### config.mk
export PLATFORM = sky130hd
export DESIGN_NAME = int_controller
export DESIGN_NICKNAME = d
export VERILOG_FILES = /design/src/rtl/intc_pkg.sv /design/src/rtl/intc_sync.sv /design/src/rtl/int_controller.sv
export SDC_FILE = /design/constraint.sdc
export NUM_CORES = 1
export LEC_CHECK = 0
export CAP_MARGIN = 20
export CORE_MARGIN = 5
export CORE_UTILIZATION = 52
export CTS_BUF_LIST = sky130_fd_sc_hd__clkbuf_2
export DETAILED_ROUTE_END_ITERATION = 10
export GPL_TIMING_DRIVEN = 0
export PLACE_DENSITY_LB_ADDON = 0.15
export SLEW_MARGIN = 40
export SYNTH_ARGS = -nofsm -noshare
export SYNTH_HDL_FRONTEND = slang
export SYNTH_HIERARCHICAL = 1
export SYNTH_SLANG_ARGS = --single-unit
### constraint.sdc
create_clock -name clk -period 2.9 [get_ports clk]
set_input_delay 0.58 -clock clk [delete_from_list [all_inputs] [get_ports clk]]
set_output_delay 0.58 -clock clk [all_outputs]
set_load 0.005 [all_outputs]
### src/rtl/intc_pkg.sv
// Shared constants and the priority-encode helper for the external interrupt controller.
package intc_pkg;

  localparam int unsigned INTC_NUM_SRC = 3;

  localparam logic [1:0] INTC_LVL_NONE = 2'd0;
  localparam logic [1:0] INTC_LVL_1    = 2'd1;
  localparam logic [1:0] INTC_LVL_2    = 2'd2;
  localparam logic [1:0] INTC_LVL_3    = 2'd3;

  // Highest set bit index + 1, or 0 for an empty mask.
  function automatic logic [1:0] intc_top_level(input logic [INTC_NUM_SRC-1:0] mask);
    if (mask[2])      return INTC_LVL_3;
    else if (mask[1]) return INTC_LVL_2;
    else if (mask[0]) return INTC_LVL_1;
    else              return INTC_LVL_NONE;
  endfunction

endpackage

### src/rtl/intc_sync.sv
// Per-source request synchroniser: SYNC_STAGES-flop chain plus a history flop for edge detect.
module intc_sync #(
  parameter int unsigned SYNC_STAGES = 2
) (
  input  logic clk,
  input  logic rst,
  input  logic irq_in,
  output logic lvl,
  output logic rise
);

  logic [SYNC_STAGES-1:0] sync_q;
  logic                   hist_q;

  always_ff @(posedge clk or posedge rst) begin
    if (rst) begin
      sync_q <= '0;
      hist_q <= 1'b0;
    end else begin
      sync_q <= {sync_q[SYNC_STAGES-2:0], irq_in};
      hist_q <= sync_q[SYNC_STAGES-1];
    end
  end

  assign lvl  = sync_q[SYNC_STAGES-1];
  assign rise = lvl & ~hist_q;

endmodule

### src/rtl/int_controller.sv
// External interrupt controller for CP0: pending/enable/in-service tracking with nesting.
// Define INTC_LEVEL_EN for level-sensitive sources; default is edge-triggered latching.
module int_controller
  import intc_pkg::*;
#(
  parameter int unsigned SYNC_STAGES = 2
) (
  input  logic                    clk,
  input  logic                    rst,
  input  logic [INTC_NUM_SRC-1:0] irq_in,
  input  logic                    en_we,
  input  logic [INTC_NUM_SRC-1:0] en_wdata,
  input  logic                    ovf_clr,
  input  logic                    take,
  input  logic                    eret,
  output logic [2:0]              interruptSignal,
  output logic [INTC_NUM_SRC-1:0] pending,
  output logic [INTC_NUM_SRC-1:0] in_service,
  output logic [INTC_NUM_SRC-1:0] overrun
);

  logic [INTC_NUM_SRC-1:0] lvl_w, rise_w;
  logic [INTC_NUM_SRC-1:0] en_q, en_d;
  logic [INTC_NUM_SRC-1:0] pending_q, pending_d;
  logic [INTC_NUM_SRC-1:0] in_service_q, in_service_d;
  logic [INTC_NUM_SRC-1:0] overrun_q, overrun_d;
  logic [1:0]              int_q, int_d;
  logic [1:0]              cur, cand;
  logic [INTC_NUM_SRC-1:0] take_mask, pop_mask;

  for (genvar i = 0; i < INTC_NUM_SRC; i++) begin : g_src
    intc_sync #(.SYNC_STAGES(SYNC_STAGES)) u_sync (
      .clk    (clk),
      .rst    (rst),
      .irq_in (irq_in[i]),
      .lvl    (lvl_w[i]),
      .rise   (rise_w[i])
    );
  end

  always_comb begin
    cur  = intc_top_level(in_service_q);
    cand = intc_top_level(pending_q & en_q);
    int_d = (cand > cur) ? cand : INTC_LVL_NONE;

    take_mask = '0;
    if (take && (int_q != INTC_LVL_NONE)) take_mask = 3'b001 << (int_q - 2'd1);
    pop_mask = '0;
    if (eret && (cur != INTC_LVL_NONE)) pop_mask = 3'b001 << (cur - 2'd1);

    // Pop before push so a same-cycle take/eret nets to the newly accepted level.
    in_service_d = (in_service_q & ~pop_mask) | take_mask;
    en_d         = en_we ? en_wdata : en_q;
`ifdef INTC_LEVEL_EN
    pending_d = lvl_w;
    overrun_d = '0;
`else
    // A fresh edge on the source being taken keeps it pending and is not an overrun.
    pending_d = (pending_q & ~take_mask) | rise_w;
    overrun_d = (ovf_clr ? '0 : overrun_q) | (rise_w & pending_q & ~take_mask);
`endif
  end

`ifndef INTC_LEVEL_EN
  always_comb begin
    assert ((rise_w & ~lvl_w) == '0);
  end
`endif

  always_ff @(posedge clk or posedge rst) begin
    if (rst) begin
      en_q         <= '0;
      pending_q    <= '0;
      in_service_q <= '0;
      overrun_q    <= '0;
      int_q        <= INTC_LVL_NONE;
    end else begin
      en_q         <= en_d;
      pending_q    <= pending_d;
      in_service_q <= in_service_d;
      overrun_q    <= overrun_d;
      int_q        <= int_d;
    end
  end

  assign interruptSignal = {1'b0, int_q};
  assign pending         = pending_q;
  assign in_service      = in_service_q;
  assign overrun         = overrun_q;

endmodule

# [Word level (Yosys, flattened, before mapping)]
# Index checks and enable logic that the tools add are counted.
[op_classes] add_sub_neg=2 n_lt_le_gt_ge=1 shifts=2 n_mux=10 bitwise=16 reduce_logical=4
[op_table] op="3-bit bitwise AND" n=5
[op_table] op="2-bit 2-to-1 mux" n=5
[op_table] op="3-bit 2-to-1 mux" n=3
[op_table] op="3-bit OR" n=3
[op_table] op="3-bit inverter" n=2
[op_table] op="1-bit by 2-bit << shifter with 3-bit output, first input constant" n=2
[op_table] op="2-bit nonzero test" n=2
[op_table] op="2-bit by 1-bit subtractor with 2-bit output, second input constant" n=2
[op_table] op="1-bit bitwise AND" n=3
[op_table] op="1-bit inverter" n=3
[op_table] op="2-bit greater-than comparator" n=1
[op_table] op="1-bit logical AND" n=2
[op_table] op="1-bit 2-to-1 mux" n=2
[totals] ff_bits=23 in_bits=12 output_inout_bits=12 elab_cells=46

# [Depth between registers and ports, before layout]
[logic_depth] word_depth=9 depth_mapped=6 ltp_nobuf=6

# [Cells and area by module]
# The synthesis kept the hierarchy.
[by_module_without_submodules] mod="int_controller" instances=1 cells_each=56 area_each_um2=606.8 seq_area_each_um2=350.3
[by_module_without_submodules] mod="intc_sync" instances=3 cells_each=5 area_each_um2=92.6 seq_area_each_um2=75.1

# [Worst setup path before layout]
# Ideal clock, no wire load.
[synth_path] path_kind="register to register" startpoint="register pending_q[2], in the netlist pending[2]" endpoint="register int_q[1]" setup_time_ns=0.129 arrival_ns=1.176 t_required_ns=2.771 slack_ns=1.595 path_stages_with_launch=7 n_path_buf=0 synth_period_minus_slack_ns=1.305 path_cell_list="dfrtp_1 -> nand2_1 -> nand2_1 -> ha_1 -> nor2b_1 -> o21ai_0 -> a21oi_1"
[synth_between] elab_chain_len=4
[synth_lines] element="start: declaration" line="int_controller.sv:24" text="logic [INTC_NUM_SRC-1:0] pending_q, pending_d;"
[synth_lines] element="start signal: assignment" line="int_controller.sv:79" text="pending_q <= pending_d;"
[synth_lines] element="3-bit bitwise AND (*)" line="int_controller.sv:43" text="cand = intc_top_level(pending_q & en_q);"
[synth_lines] element="2-bit 2-to-1 mux (*)" line="intc_pkg.sv:13" text="if (mask[2]) return INTC_LVL_3;"
[synth_lines] element="2-bit greater-than comparator" line="int_controller.sv:44" text="int_d = (cand > cur) ? cand : INTC_LVL_NONE;"
[synth_lines] element="2-bit 2-to-1 mux (*)" line="int_controller.sv:44"
[synth_lines] element="named net int_d[1]" line="int_controller.sv:27" text="logic [1:0] int_q, int_d;"
[synth_lines] element="end signal: assignment" line="int_controller.sv:82" text="int_q <= int_d;"
[synth_lines] element="end: declaration" line="int_controller.sv:27"
# Mark *: on every way through the listed nets, which the timed path passes. The rest lies on a longest branch.
# A chain may end at the register's enable or synchronous reset.

# [Final worst setup path]
[layout_path] startpoint="register pending_q[2], in the netlist pending[2]" endpoint="output pending[2]"
[layout_lines] element="end: declaration" line="int_controller.sv:17" text="output logic [INTC_NUM_SRC-1:0] pending,"
# No word-level cell between the ends.

==> metrics <==
Leak Pwr 0.536 nW; sw frac 30.6%; f_max 519 MHz; most numerous cell in the Yosys netlist dfrtp_1; Area contributors post-synth dfrtp_1, nor2b_4, o21ai_0; Post-Place Cells 110; post-CTS resize count 0; H-tree depth 1; pin count of the biggest net entering global routing 15; ANT cells 0; drt first pass iters 3; Post-Layout Cell Count 114; chip width 51.2 um; startpoint class of the critical path flip-flop; fill count 130; combinational power share 34.1%; WL/cell 13.2 um; Psw 267 uW; Placer Congestion 0.757; IO Count 24; sequential fraction of the synthesis area 65.1%; Slowest Stage Delay on Critical Path 0.54 ns; Port Buffers 22; overall die height 51.2 um; number of CTS-inserted buffers 3; CP max stage cell clkdlybuf4s50_1; slew of the pin with the lowest slew margin 0.516 ns; total grt overflow 0; # DRC 0; Bufs on Longest Clock Path 2; Critical Path RT 2.32 ns; Final setup viols 0; Slew Limit Fails 0; Tmin final 1.93 ns; clk_skew 0.0206 ns; antenna violations before repair 0; Hold Crit Class flip-flop to flip-flop; sequential share of power 51.9%; DP HPWL 1.22 mm; DRT Wirelength 1.50 mm; Yosys top cell area share 65.1%; delay-heaviest family, CP buffers and inverters; crit-path max FO 5; clk_lat worst skew 0.33 ns; global-route wire length before repair 2.46 mm; Cells after Synth 71; status finished clean; register-to-register setup slack 1.44 ns; syn_nets 85; most common flop cell mapped by yosys dfrtp_1; synth warn 6; GRT Total Usage 12.9%; Clock Root Buffer clkbuf_2; Pint 605 uW; Cell Area, Synth 885 um2; clk slew on worst S/H paths 0.22 ns; CP arrival 1.35 ns; via count 552; RSZ-0062 raised after global routing no; beginning of the worst register-to-register path pending[2]$_DFF_PP0_; CP Capture Type output pin; CTS tree built; total power 872 uW; vias in the first global route 563; Bufs and invs on worst path 1; synth cell count leaders dfrtp_1, inv_1, o21ai_0, nand2_1, nand3_1; Post-synth EDFFs 0; Initial Utilization 53.0%; Util after Layout 68.6%; clock share of power 14.0%; ys async rst share 100%; Final period util 66.4%; Core Box Area 1670 um2; CP Launch Point pending[2]$_DFF_PP0_; Synth cell types 19; clock sink count 23; VDD IR max 0.000428 V; final hold vios 0; worst relative slew slack 65.6%; average vias per placed instance 4.84; post-synthesis register bit count 23; drt initial violations 3; post-synth top area cell dfrtp_1; # rows 15; hold-fix buffers at CTS 0; layout cells sized above 1 14.4%; Layout area overhead 29.6%; Hold Path Origin g_src[1].u_sync/sync_q[0]$_DFF_PP0_; Power per Cell Area 761 nW/um2; WS Path Type flip-flop to output pin; maxcap violations 0; post-CTS setup buffer count 0; Routed Antenna Nets 0; crit-path cells clkdlybuf4s50_1; Setup TNS 0 ns; Syn Area/Cell 12.5 um2; final net count 112; die area 2630 um2
per-layer routing:
layer	global-route usage [%]	part of all wire (%)
met5	0	0
met1	16.1	47
met3	2.92	5.0
met4	6.55	0.93
met2	20.8	47
power groups by stage:
| stage | clock network [mW] | registers (mW) | logic, mW |
|---|---|---|---|
| 6_report | 0.122 | 0.453 | 0.298 |
| 5_1_grt | 0.135 | 0.465 | 0.337 |
| 4_1_cts | 0.127 | 0.453 | 0.302 |
| 3_5_place_dp | 0 | 0.460 | 0.301 |
| 3_3_place_gp | 0 | 0.455 | 0.293 |
| 2_1_floorplan | 0 | 0.453 | 0.140 |
flip-flops by register name, indices dropped and copies added (netlist names):
register	flops
g_src.u_sync/sync_q	6
en_q	3
overrun	3
int_q	2
pending	3
g_src.u_sync/hist_q	3
in_service	3
layout make-up:
type | instances | area, um2 | area share, %
plain buffers | 1 | 7.51 | 0.655
clock buffers | 3 | 15.0 | 1.31
clock inverters | 1 | 5.00 | 0.437
inverters | 9 | 33.8 | 2.95
multi-input cells | 38 | 268 | 23.4
flip-flops and latches | 23 | 576 | 50.2
well taps | 17 | 21.3 | 1.86
repair buffers | 22 | 220 | 19.2
stage by stage:
step / cell area, um2 / setup WS, ns / hold WS (ns)
CTS: 1150 / 0.965 / 0.379
global route: 1150 / 0.927 / 0.397
finish: 1150 / 0.974 / 0.379
global placement: 1130 / 1.34 / 0.334
detailed placement: 1130 / 1.32 / 0.336
floorplan: 885 / 1.60 / 0.331
cell usage in the layout, fill, tap and decap left out, drive strengths merged, types with 2 or more instances in the layout:
cell type / synthesis / routed
nand3: 4 / 4
ha: 2 / 2
nor2b: 4 / 4
nand3b: 2 / 2
clkdlybuf4s50: 0 / 22
a21o: 3 / 3
nor2: 2 / 2
clkbuf: 0 / 3
o21ai: 7 / 7
dfrtp: 23 / 23
inv: 9 / 9
mux2: 3 / 3
nand2: 7 / 7
path summary, 6_finish.rpt:
kind,endpoint,cells past startpoint
worst max-delay path,pending[2],1
worst min-delay path,g_src[1].u_sync/sync_q[1]$_DFF_PP0_,0
worst max register to register,int_q[1]$_DFF_PP0_,6
worst min register to register,g_src[1].u_sync/sync_q[1]$_DFF_PP0_,0
max in group asynchronous,in_service[1]$_DFF_PP0_,2
min in group asynchronous,g_src[0].u_sync/hist_q$_DFF_PP0_,2
kinds of logic after synthesis:
group                    share of synthesized area [%]
flip-flops                                        65.1
AND/OR/NAND/NOR                                   14.1
AO/OA/AOI/OAI                                     9.05
buffers and inverters                             4.67
multiplexers                                      3.82
adder cells (fa/ha/maj)                           2.83
other                                            0.424
Note: power is estimated with default switching activity, not from simulation.
